## config.mk

```make
export PLATFORM = sky130hd
export DESIGN_NAME = serial_adder
export DESIGN_NICKNAME = d
export VERILOG_FILES = /design/src/rtl/serial_adder.sv
export SDC_FILE = /design/constraint.sdc
export NUM_CORES = 1
export LEC_CHECK = 0
export ABC_AREA = 1
export BUFFER_PORTS_ARGS = -buffer_cell sky130_fd_sc_hd__buf_2
export CAP_MARGIN = 20
export CORE_ASPECT_RATIO = 0.9
export CORE_UTILIZATION = 50
export CTS_BUF_LIST = sky130_fd_sc_hd__clkbuf_8
export DETAILED_ROUTE_END_ITERATION = 10
export PLACE_DENSITY_LB_ADDON = 0.3
export SYNTH_ARGS = -nofsm -noshare
export SYNTH_HDL_FRONTEND = slang
export SYNTH_HIERARCHICAL = 1
export SYNTH_SLANG_ARGS = --single-unit
export TNS_END_PERCENT = 100
```

## constraint.sdc

```tcl
create_clock -name CLK -period 2.65 [get_ports CLK]
set_clock_uncertainty 0.2 [all_clocks]
set_input_delay 0.265 -clock CLK [delete_from_list [all_inputs] [get_ports CLK]]
set_output_delay 0.265 -clock CLK [all_outputs]
set_load 0.01 [all_outputs]
```

## src/rtl/serial_adder.sv

```systemverilog
// rtl/serial_adder.sv - bit-serial adder: one full-adder cell stepped once per clock, LSB first

module FullAdder (
    input  logic A,
    input  logic B,
    input  logic X,
    output logic S,
    output logic C
);
    assign S = A ^ B ^ X;
    assign C = (A & B) | (X & (A ^ B));
endmodule

module serial_adder #(
    parameter int WIDTH = 8
) (
    input  logic             CLK,
    input  logic             RST,
    input  logic             START,
    input  logic [WIDTH-1:0] A,
    input  logic [WIDTH-1:0] B,
    input  logic             CIN,
    output logic             BUSY,
    output logic             DONE,
    output logic [WIDTH-1:0] S,
    output logic             COUT
);
    localparam int CW = $clog2(WIDTH + 1);

    typedef enum logic [1:0] {
        ST_IDLE,
        ST_RUN,
        ST_FIN
    } state_t;

    state_t           r_state;
    state_t           w_state_next;
    logic [WIDTH-1:0] r_sa;
    logic [WIDTH-1:0] r_sb;
    logic [WIDTH-1:0] r_sum;
    logic [WIDTH-1:0] r_s;
    logic [CW-1:0]    r_cnt;
    logic             r_carry;
    logic             r_cout;
    logic             r_busy;
    logic             r_done;
    logic             w_s;
    logic             w_c;
    logic             w_last;
    logic             w_accept;
    logic [WIDTH-1:0] w_sum_next;

    FullAdder u_fa (
        .A (r_sa[0]),
        .B (r_sb[0]),
        .X (r_carry),
        .S (w_s),
        .C (w_c)
    );

    // New sum bit enters at the MSB so that after WIDTH shifts bit 0 sits at the LSB.
    generate
        if (WIDTH == 1) begin : g_sum_w1
            assign w_sum_next = w_s;
        end else begin : g_sum_wn
            assign w_sum_next = {w_s, r_sum[WIDTH-1:1]};
        end
    endgenerate

    assign w_last   = (r_cnt == CW'(WIDTH - 1));
    assign w_accept = START && ((r_state == ST_IDLE) || (r_state == ST_FIN));

    always_comb begin
        w_state_next = r_state;
        case (r_state)
            ST_IDLE: if (START) w_state_next = ST_RUN;
            ST_RUN:  if (w_last) w_state_next = ST_FIN;
            ST_FIN:  w_state_next = START ? ST_RUN : ST_IDLE;
            default: w_state_next = ST_IDLE;
        endcase
    end

    always_ff @(posedge CLK) begin
        if (RST) begin
            r_state <= ST_IDLE;
            r_sa    <= '0;
            r_sb    <= '0;
            r_sum   <= '0;
            r_s     <= '0;
            r_cnt   <= '0;
            r_carry <= 1'b0;
            r_cout  <= 1'b0;
            r_busy  <= 1'b0;
            r_done  <= 1'b0;
        end else begin
            r_state <= w_state_next;
            r_busy  <= (w_state_next == ST_RUN);
            r_done  <= (w_state_next == ST_FIN);
            if (w_accept) begin
                r_sa    <= A;
                r_sb    <= B;
                r_carry <= CIN;
                r_cnt   <= '0;
            end else if (r_state == ST_RUN) begin
                r_sa    <= r_sa >> 1;
                r_sb    <= r_sb >> 1;
                r_sum   <= w_sum_next;
                r_carry <= w_c;
                r_cnt   <= r_cnt + CW'(1);
                // Results are published only on the final bit so S never shows partial sums.
                if (w_last) begin
                    r_s    <= w_sum_next;
                    r_cout <= w_c;
                end
            end
        end
    end

    assign BUSY = r_busy;
    assign DONE = r_done;
    assign S    = r_s;
    assign COUT = r_cout;
endmodule

```

==> metrics, run 1 <==
status=finished, final reports clean; slew margin rel.=62.3%; Leak Pwr=0.961 nW; total grt overflow=0; max-slew violation count=0; end of the worst hold path=r_sa[7]; CTS Hold Bufs=1; sequential area share after synthesis=45.7%; Clock Latency Late Sink=0.29 ns; reg-to-reg endpoint=r_sb[5]; Distinct cells, synth=20; diode count=0; Yosys warnings=6; share of the synthesized area in the top cell type=45.7%; Via density=4.80; top cell type by total area after synthesis=dfxtp_1; Layout Nets=302; worst path cell trace=inv_2, nand2_4, inv_1, nand2_1, a21oi_1, nor2_1; CTS max path bufs=2; largest net degree at the start of global routing=29; HP Class=in -> reg; number of max-cap violations=0; PostCTS Resize Cnt=0; Syn-to-layout area delta=13.6%; Clock Sinks=41; Detail Route Antenna Nets=0; PortBufs=30; placed inst area=1940 um^2; first-pass GRT wire length=5890 um; Vias=1554; DRT Wirelength=3340 um; Worst Path Max Fanout=28; H-tree Lvls=2; Setup CP Type=reg -> reg; area taken by multi-input logic gates=768 um^2; wire per inst=10.3 um; Pre-antenna DRT Iters=4; final worst-path setup slack=1.01 ns; commonest non-fill, non-tap cells in the layout=nand2_1 (51), dfxtp_1 (41), nor2_1 (41); VDD IR max=0.378 mV; setup_tns=0 ns; CP max stage delay=0.37 ns; worst-margin pin slew=0.566 ns; Synth area leaders=dfxtp_1 (46%), nand2_1 (11%), nor2_1 (8.6%); FF-to-FF Start=r_state[1]; placed cells=316; post-synthesis register bit count=41; Reg area=821 um^2; endpoint class of the critical path=register; hold wc startpoint=A[7]; Post-Synthesis Net Count=273; final core occ=59.9%; asr flop ratio synth=0%; Layout Cells excl Fill=324; total power=1.25 mW; fill cell count=365; die area=3830 um^2; die width=65.1 um; clk slew on worst S/H paths=0.07 ns; FP Rows=20; commonest non-fill, non-tap cell in the layout=nand2_1; DP HPWL=2230 um; vias in the first global route=1400; Post-CTS Setup Repair Bufs=0; fin crit period=1.64 ns; CTS tree=yes; number of CTS-inserted buffers=5; setup repair after global routing missed its margin=no; critical path required time=2.64 ns; Syn Area/Cell=7.15 um^2; Die Y=58.8 um; Syn Inst Count=251; crit path launch type=register; post-route cell area=2040 um^2; Slowest cell on crit path=inv_1; layout cells sized above 1=17.5%; root buf cell=clkbuf_8; initial antenna violation count=0; number of synthesized flops with an enable pin=0; Initial Utilization=52.7%; Pwr per Cell Area=612 nW/um^2; worst reg2reg setup slack=1.01 ns; Fin Hold WS=0.0255 ns; critical path arrival=1.63 ns; WHS Path Cells=3; final worst-path cycle share=62.1%; DR DRC count=0; worst slack at placement=0.952 ns; Register-to-Register Path Depth=6; Final setup viols=0; routability cong.=0.756; GRT Total Usage=20.6%; core area=3400 um^2; Hold Vio Cnt, Final=0; area of the mapped netlist=1790 um^2; io pins=31; ys flop type=dfxtp_1; Fmax achieved=0.608 GHz; initial drt markers=54
-- worst max path at each step --
stage                     startpoint  depth (start not counted)      end  slack (ns)
after floorplan             r_cnt[0]                          5     S[7]        1.26
after CTS                 r_state[1]                          6  r_sa[1]        0.99
final                     r_state[1]                          6  r_sb[5]        1.01
after global routing        r_cnt[0]                          5     S[6]        0.85
after detailed placement         RST                          5     S[6]        0.95
after global placement    r_state[1]                          6  r_sb[5]        1.03
-- registers in the layout, summed over array words and instances, names as in the netlist --
signal   count
S            8
r_state      2
r_carry      1
r_sum        7
DONE         1
COUT         1
BUSY         1
r_sa         8
r_cnt        4
r_sb         8
-- layer usage --
layer / GRT usage, % / wire [um] / up-vias
met5: 0 / 0 / -
li1: - / - / 837
met3: 7.17 / 187 / 4
met4: 10.2 / 35 / 0
met1: 25.2 / 1650 / 676
met2: 32.4 / 1470 / 37
-- final cells by class --
type	count	area share, %
well taps	44	2.70
multi-input cells	166	37.7
repair buffers	33	8.59
clock buffers	6	4.05
clock inverters	1	0.368
flip-flops and latches	41	40.3
inverters	33	6.32
-- worst max-delay path: cells and delay by family, from the launching register on --
family                 cells  cell delay, ns
buffers and inverters      2            0.52
AND/OR/NAND/NOR            3            0.37
flip-flops                 1            0.31
AO/OA/AOI/OAI              1            0.14
-- logic make-up after synthesis --
group           Yosys count  share of synthesized area, %
simple gates            129                          31.0
buf+inv                  44                          11.4
flops                    41                          45.7
compound gates           35                          9.97
fa+ha+maj                 2                          1.81
-- Yosys cell counts (2+ instances only) --
cell type,n
buf_2,4
a21oi_1,13
dfxtp_1,41
nand3_1,28
nand2_1,51
inv_2,2
clkbuf_1,3
nand2_4,2
nor2_1,41
nor2_4,2
inv_4,2
inv_1,29
buf_6,4
o21ai_1,2
o21ai_0,19
nor3_1,4
-- report_power, final --
group,total [mW],switching (mW),internal (mW)
logic,0.161,0.101,0.0601
registers,0.674,0.0212,0.653
clock network,0.412,0.206,0.206
total,1.25,0.329,0.919
(Power assumes the default switching activity.)
==> run 2, diff against run 1 <==
Clock period 2.65 ns to 1.4 ns, I/O delays scaled along.
==> run 2 against run 1 <==
Sequential share of layout area down 6.2 points; first-iteration DRC count up 28%; critical endpoint unchanged; clock power rose to 2.7 times the previous value; largest cell class unchanged; sequential power increased by 90%.
==> metrics, run 2 (synthesis gave the netlist of run 1 again) <==
number of CTS-inserted buffers=5; post-route cell area=2430 um^2; H-tree Lvls=2; die area=3830 um^2; FP Rows=20; setup repair after global routing missed its margin=yes; Slowest cell on crit path=dfxtp_4; Layout Cells excl Fill=355; max-slew violation count=0; Clock Sinks=41; status=finished, final reports clean; worst-margin pin slew=0.269 ns; Pwr per Cell Area=1160 nW/um^2; Die Y=58.8 um; number of max-cap violations=0; crit path launch type=register; vias in the first global route=1578; GRT Total Usage=23.0%; clk slew on worst S/H paths=0.07 ns; routability cong.=0.791; worst reg2reg setup slack=0.06 ns; Final setup viols=0; final worst-path setup slack=0.0584 ns; CTS max path bufs=2; worst slack at placement=-0.0165 ns; critical path required time=1.39 ns; placed inst area=2050 um^2; CTS tree=yes; FF-to-FF Start=r_state[0]; Via density=4.81; root buf cell=clkbuf_8; largest net degree at the start of global routing=32; end of the worst hold path=r_sa[7]; Detail Route Antenna Nets=0; DP HPWL=2560 um; Worst Path Max Fanout=7; HP Class=in -> reg; first-pass GRT wire length=6580 um; Initial Utilization=52.7%; Logic pwr share=14.4%; WHS Path Cells=2; initial drt markers=69; worst path cell trace=buf_6, inv_4, nand2_4, buf_4, nor2_1, a21oi_1, nor2_1; Layout Nets=332; Clock power frac=39.8%; Setup CP Type=reg -> reg; fill cell count=287; area taken by multi-input logic gates=801 um^2; Net Sw Power=0.671 mW; Syn-to-layout area delta=35.4%; endpoint class of the critical path=register; Fmax achieved=0.745 GHz; critical path arrival=1.33 ns; placed cells=328; initial antenna violation count=0; share of power burned in registers=45.8%; Hold Vio Cnt, Final=0; Leak Pwr=1.13 nW; total grt overflow=0; reg-to-reg endpoint=r_sb[5]; die width=65.1 um; P_int=2.14 mW; slew margin rel.=82.0%; total power=2.81 mW; DR DRC count=0; final worst-path cycle share=95.8%; commonest non-fill, non-tap cells in the layout=nand2_1 (51), nor2_1 (40), dfxtp_1 (37); Reg area=828 um^2; Fin Hold WS=0.00395 ns; DRT Wirelength=3980 um; cell repeated most along the worst path=nor2_1; layout cells sized above 1=23.8%; diode count=0; final core occ=71.4%; commonest non-fill, non-tap cell in the layout=nand2_1; fin crit period=1.34 ns; hold wc startpoint=RST; setup_tns=0 ns; core area=3400 um^2; VDD IR max=0.814 mV; Vias=1709; Clock Latency Late Sink=0.30 ns; io pins=31; PortBufs=30; Pre-antenna DRT Iters=4; Register-to-Register Path Depth=7; CP startpoint=r_state[0]; wire per inst=11.2 um; sw frac=23.9%; CP max stage delay=0.39 ns
[run 2: how the worst max path moves through the flow]
stage | cells after the start | end | slack [ns]
6_report | 7 | r_sb[5] | 0.06
5_1_grt | 7 | r_sb[5] | -0.02
4_1_cts | 7 | COUT | 0.004
3_5_place_dp | 7 | COUT | -0.02
3_3_place_gp | 5 | BUSY | 0.02
2_1_floorplan | 5 | S[7] | 0.007
[run 2: what timing repair did]
item,CTS,global route
endpoints found under the setup margin,9,29
gates resized for setup,4,16
pin swaps,0,1
hold buffers,16,0
hold endpoints to repair,15,0
setup buffers,2,1
[run 2: final cells by class]
| class | count | share of cell area, % |
|---|---|---|
| multi-input cells | 166 | 33.0 |
| inverters | 33 | 5.46 |
| flip-flops and latches | 41 | 34.1 |
| clock buffers | 5 | 2.83 |
| well taps | 44 | 2.27 |
| repair buffers | 63 | 19.7 |
| clock inverters | 3 | 2.68 |
[run 2: per-layer routing]
layer	vias up	global-route usage (%)	part of all wire, %
met5	-	0	0
met4	0	8.70	1.7
met3	9	7.17	4.2
met2	36	41.8	50
met1	763	25.1	44
li1	901	-	-
[run 2: power by group through the flow]
stage | Sequential, mW | Clock [mW] | Combinational [mW]
after floorplan | 1.30 | 0 | 0.241
after global placement | 1.30 | 0 | 0.331
after detailed placement | 1.30 | 0 | 0.341
after CTS | 1.28 | 1.14 | 0.386
after global routing | 1.29 | 1.20 | 0.458
final | 1.28 | 1.12 | 0.405
[run 2: critical path, delay by kind of cell (launching register included)]
kind | cells | cell delay, ns
AND/OR/NAND/NOR | 3 | 0.19
flip-flops | 1 | 0.39
buffers and inverters | 3 | 0.32
AO/OA/AOI/OAI | 1 | 0.13
==> run 3, diff against run 2 <==
Settings changed: ABC_AREA 1 to unset.
==> run 3 against run 2 <==
Area after synthesis is 6.7% lower; largest cell class unchanged; total power is 8.5% lower; critical path depth decreased by 2; sequential power is essentially flat; flip-flop and latch count did not move; hold slack better by 0.059 ns; routed wire length shrank 8.0%; largest power group unchanged; utilization up 1.6 points; register-to-register slack got worse by 0.05 ns.
==> metrics, run 3 <==
status=finished, final reports clean; HP Class=in -> reg; Clock Sinks=41; post-route cell area=2270 um^2; core area=3110 um^2; setup repair after global routing missed its margin=yes; Detail Route Antenna Nets=0; final core occ=73.0%; top cell type by total area after synthesis=dfxtp_1; asr flop ratio synth=0%; Reg area=833 um^2; Top Layer Used=met4; Final setup viols=0; routability cong.=0.918; Setup CP Type=reg -> reg; initial drt markers=148; Yosys warnings=6; area taken by multi-input logic gates=822 um^2; Met1 Wirelength=1620 um; DRT Wirelength=3660 um; reg-to-reg endpoint=S[5]; CTS tree=yes; diode count=0; hold wc startpoint=RST; final worst-path cycle share=99.4%; first-pass GRT wire length=6120 um; Post-Synthesis Net Count=207; Layout Nets=256; end of the worst hold path=r_sb[0]; Worst Path Max Fanout=9; slew margin rel.=86.0%; Leak Pwr=0.853 nW; Met2 Wirelength=1860 um; placed inst area=1910 um^2; Via density=5.22; endpoint class of the critical path=register; total power=2.57 mW; Pwr per Cell Area=1130 nW/um^2; PortBufs=30; Post-CTS Setup Repair Bufs=0; WHS Path Cells=3; largest net degree at the start of global routing=51; Syn Inst Count=185; number of CTS-inserted buffers=5; GRT Total Usage=22.3%; Vias=1447; worst reg2reg setup slack=0.009 ns; fill cell count=220; crit path launch type=register; area of the mapped netlist=1670 um^2; setup_tns=0 ns; ys flop type=dfxtp_1; fin crit period=1.39 ns; Layout Cells excl Fill=277; most common cell in the netlist=dfxtp_1; Syn-to-layout area delta=35.7%; number of synthesized flops with an enable pin=0; root buf cell=clkbuf_8; Register-to-Register Path Depth=5; number of max-cap violations=0; io pins=31; commonest non-fill, non-tap cells in the layout=dfxtp_1 (37), buf_2 (30), nand2_1 (29); FF-to-FF Start=r_cnt[1]; die width=63.0 um; Distinct cells, synth=26; Pre-antenna DRT Iters=4; Hold Vio Cnt, Final=0; VDD IR max=1.09 mV; worst-margin pin slew=0.208 ns; Die Y=56.9 um; Fmax achieved=0.719 GHz; critical path arrival=1.42 ns; total grt overflow=0; die area=3580 um^2; share of the synthesized area in the top cell type=49.0%; FP Rows=19; wire per inst=13.2 um; DR DRC count=0; Initial Utilization=53.8%; max-slew violation count=0; H-tree Lvls=2; synth cell count leaders=dfxtp_1 (41), nand2_1 (29), nand2b_1 (20); initial antenna violation count=0; placed cells=252; routed wl met3=112 um; CTS max path bufs=2; critical path required time=1.43 ns; post-synthesis register bit count=41; Clock Latency Late Sink=0.30 ns; DP HPWL=2210 um; Synth area leaders=dfxtp_1 (49%), nand2b_1 (7.5%), mux2i_1 (6.6%); clk slew on worst S/H paths=0.08 ns; layout cells sized above 1=26.4%; sequential area share after synthesis=49.0%; commonest non-fill, non-tap cell in the layout=dfxtp_1; vias in the first global route=1419; Syn Area/Cell=9.05 um^2
-- run 3: cell types whose count changed after synthesis, moves of 5 or more --
cell,delta
nor2_1,-32
inv_1,-29
nand3_1,-23
nand2_1,-22
nand2b_1,+20
o21ai_0,-18
nor3_1,+12
mux2i_1,+11
a311oi_1,+7
o22ai_1,+5
-- run 3: power breakdown --
group          leakage (nW)  switching, mW  internal (mW)
sequential            0.337         0.0361           1.22
combinational         0.458          0.165          0.168
clock                0.0574          0.400          0.579
-- run 3: cells by family (layout without fill, tap and decap cells) --
logic type,count (synthesis),in the layout,share of synthesized area (%)
AOI/OAI and AO/OA,29,29,11.5
xor gates and xnor gates,2,2,1.05
buffers and inverters,15,65,4.78
and+or+nand+nor,85,85,25.1
adders and majority gates,2,2,1.94
DFF,41,41,49.0
muxes,11,11,6.58
-- run 3: metrics by stage --
step / hold slack [ns] / worst slack [ns]
after floorplan: 0.0760 / 0.00481
after global placement: 0.185 / 0.0648
after detailed placement: 0.197 / -0.00356
after CTS: 0.0504 / 0.00232
after global routing: 0.0758 / -0.0463
final: 0.0633 / 0.00899
-- run 3: per-layer routing --
metal / global-route usage, % / up-vias
li1: - / 740
met1: 25.3 / 673
met2: 39.8 / 27
met3: 4.88 / 7
met4: 9.97 / 0
met5: 0 / -
-- run 3: timing repair --
| item | CTS | global route |
|---|---|---|
| hold endpoints to repair | 17 | 0 |
| hold buffers | 17 | 0 |
| pin swaps | 0 | 2 |
| endpoints found under the setup margin | 6 | 20 |
| resized for setup | 3 | 13 |
-- run 3: area by class of cell --
class / count / share of cell area, %
clock buffer: 6 / 3.63
tap: 42 / 2.31
sequential: 41 / 36.7
clock inverter: 2 / 1.65
timing repair buffer: 57 / 19.5
multi-input combinational: 129 / 36.2
-- run 3: worst max path at each step --
stage	startpoint	to	slack, ns	cells past startpoint
2_1_floorplan	r_cnt[0]	COUT	0.005	4
3_3_place_gp	r_cnt[0]	S[0]	0.06	5
3_5_place_dp	r_cnt[0]	COUT	-0.004	5
4_1_cts	r_cnt[1]	COUT	0.002	5
5_1_grt	r_cnt[1]	S[5]	-0.05	5
6_report	r_cnt[1]	S[5]	0.009	5
-- run 3: worst max-delay path, cell delays in order (launching register included) --
cell and delay (ns):
dfxtp_4 0.37, ha_4 0.13, nand3b_1 0.15, nor2_4 0.14, buf_12 0.14, mux2i_1 0.19
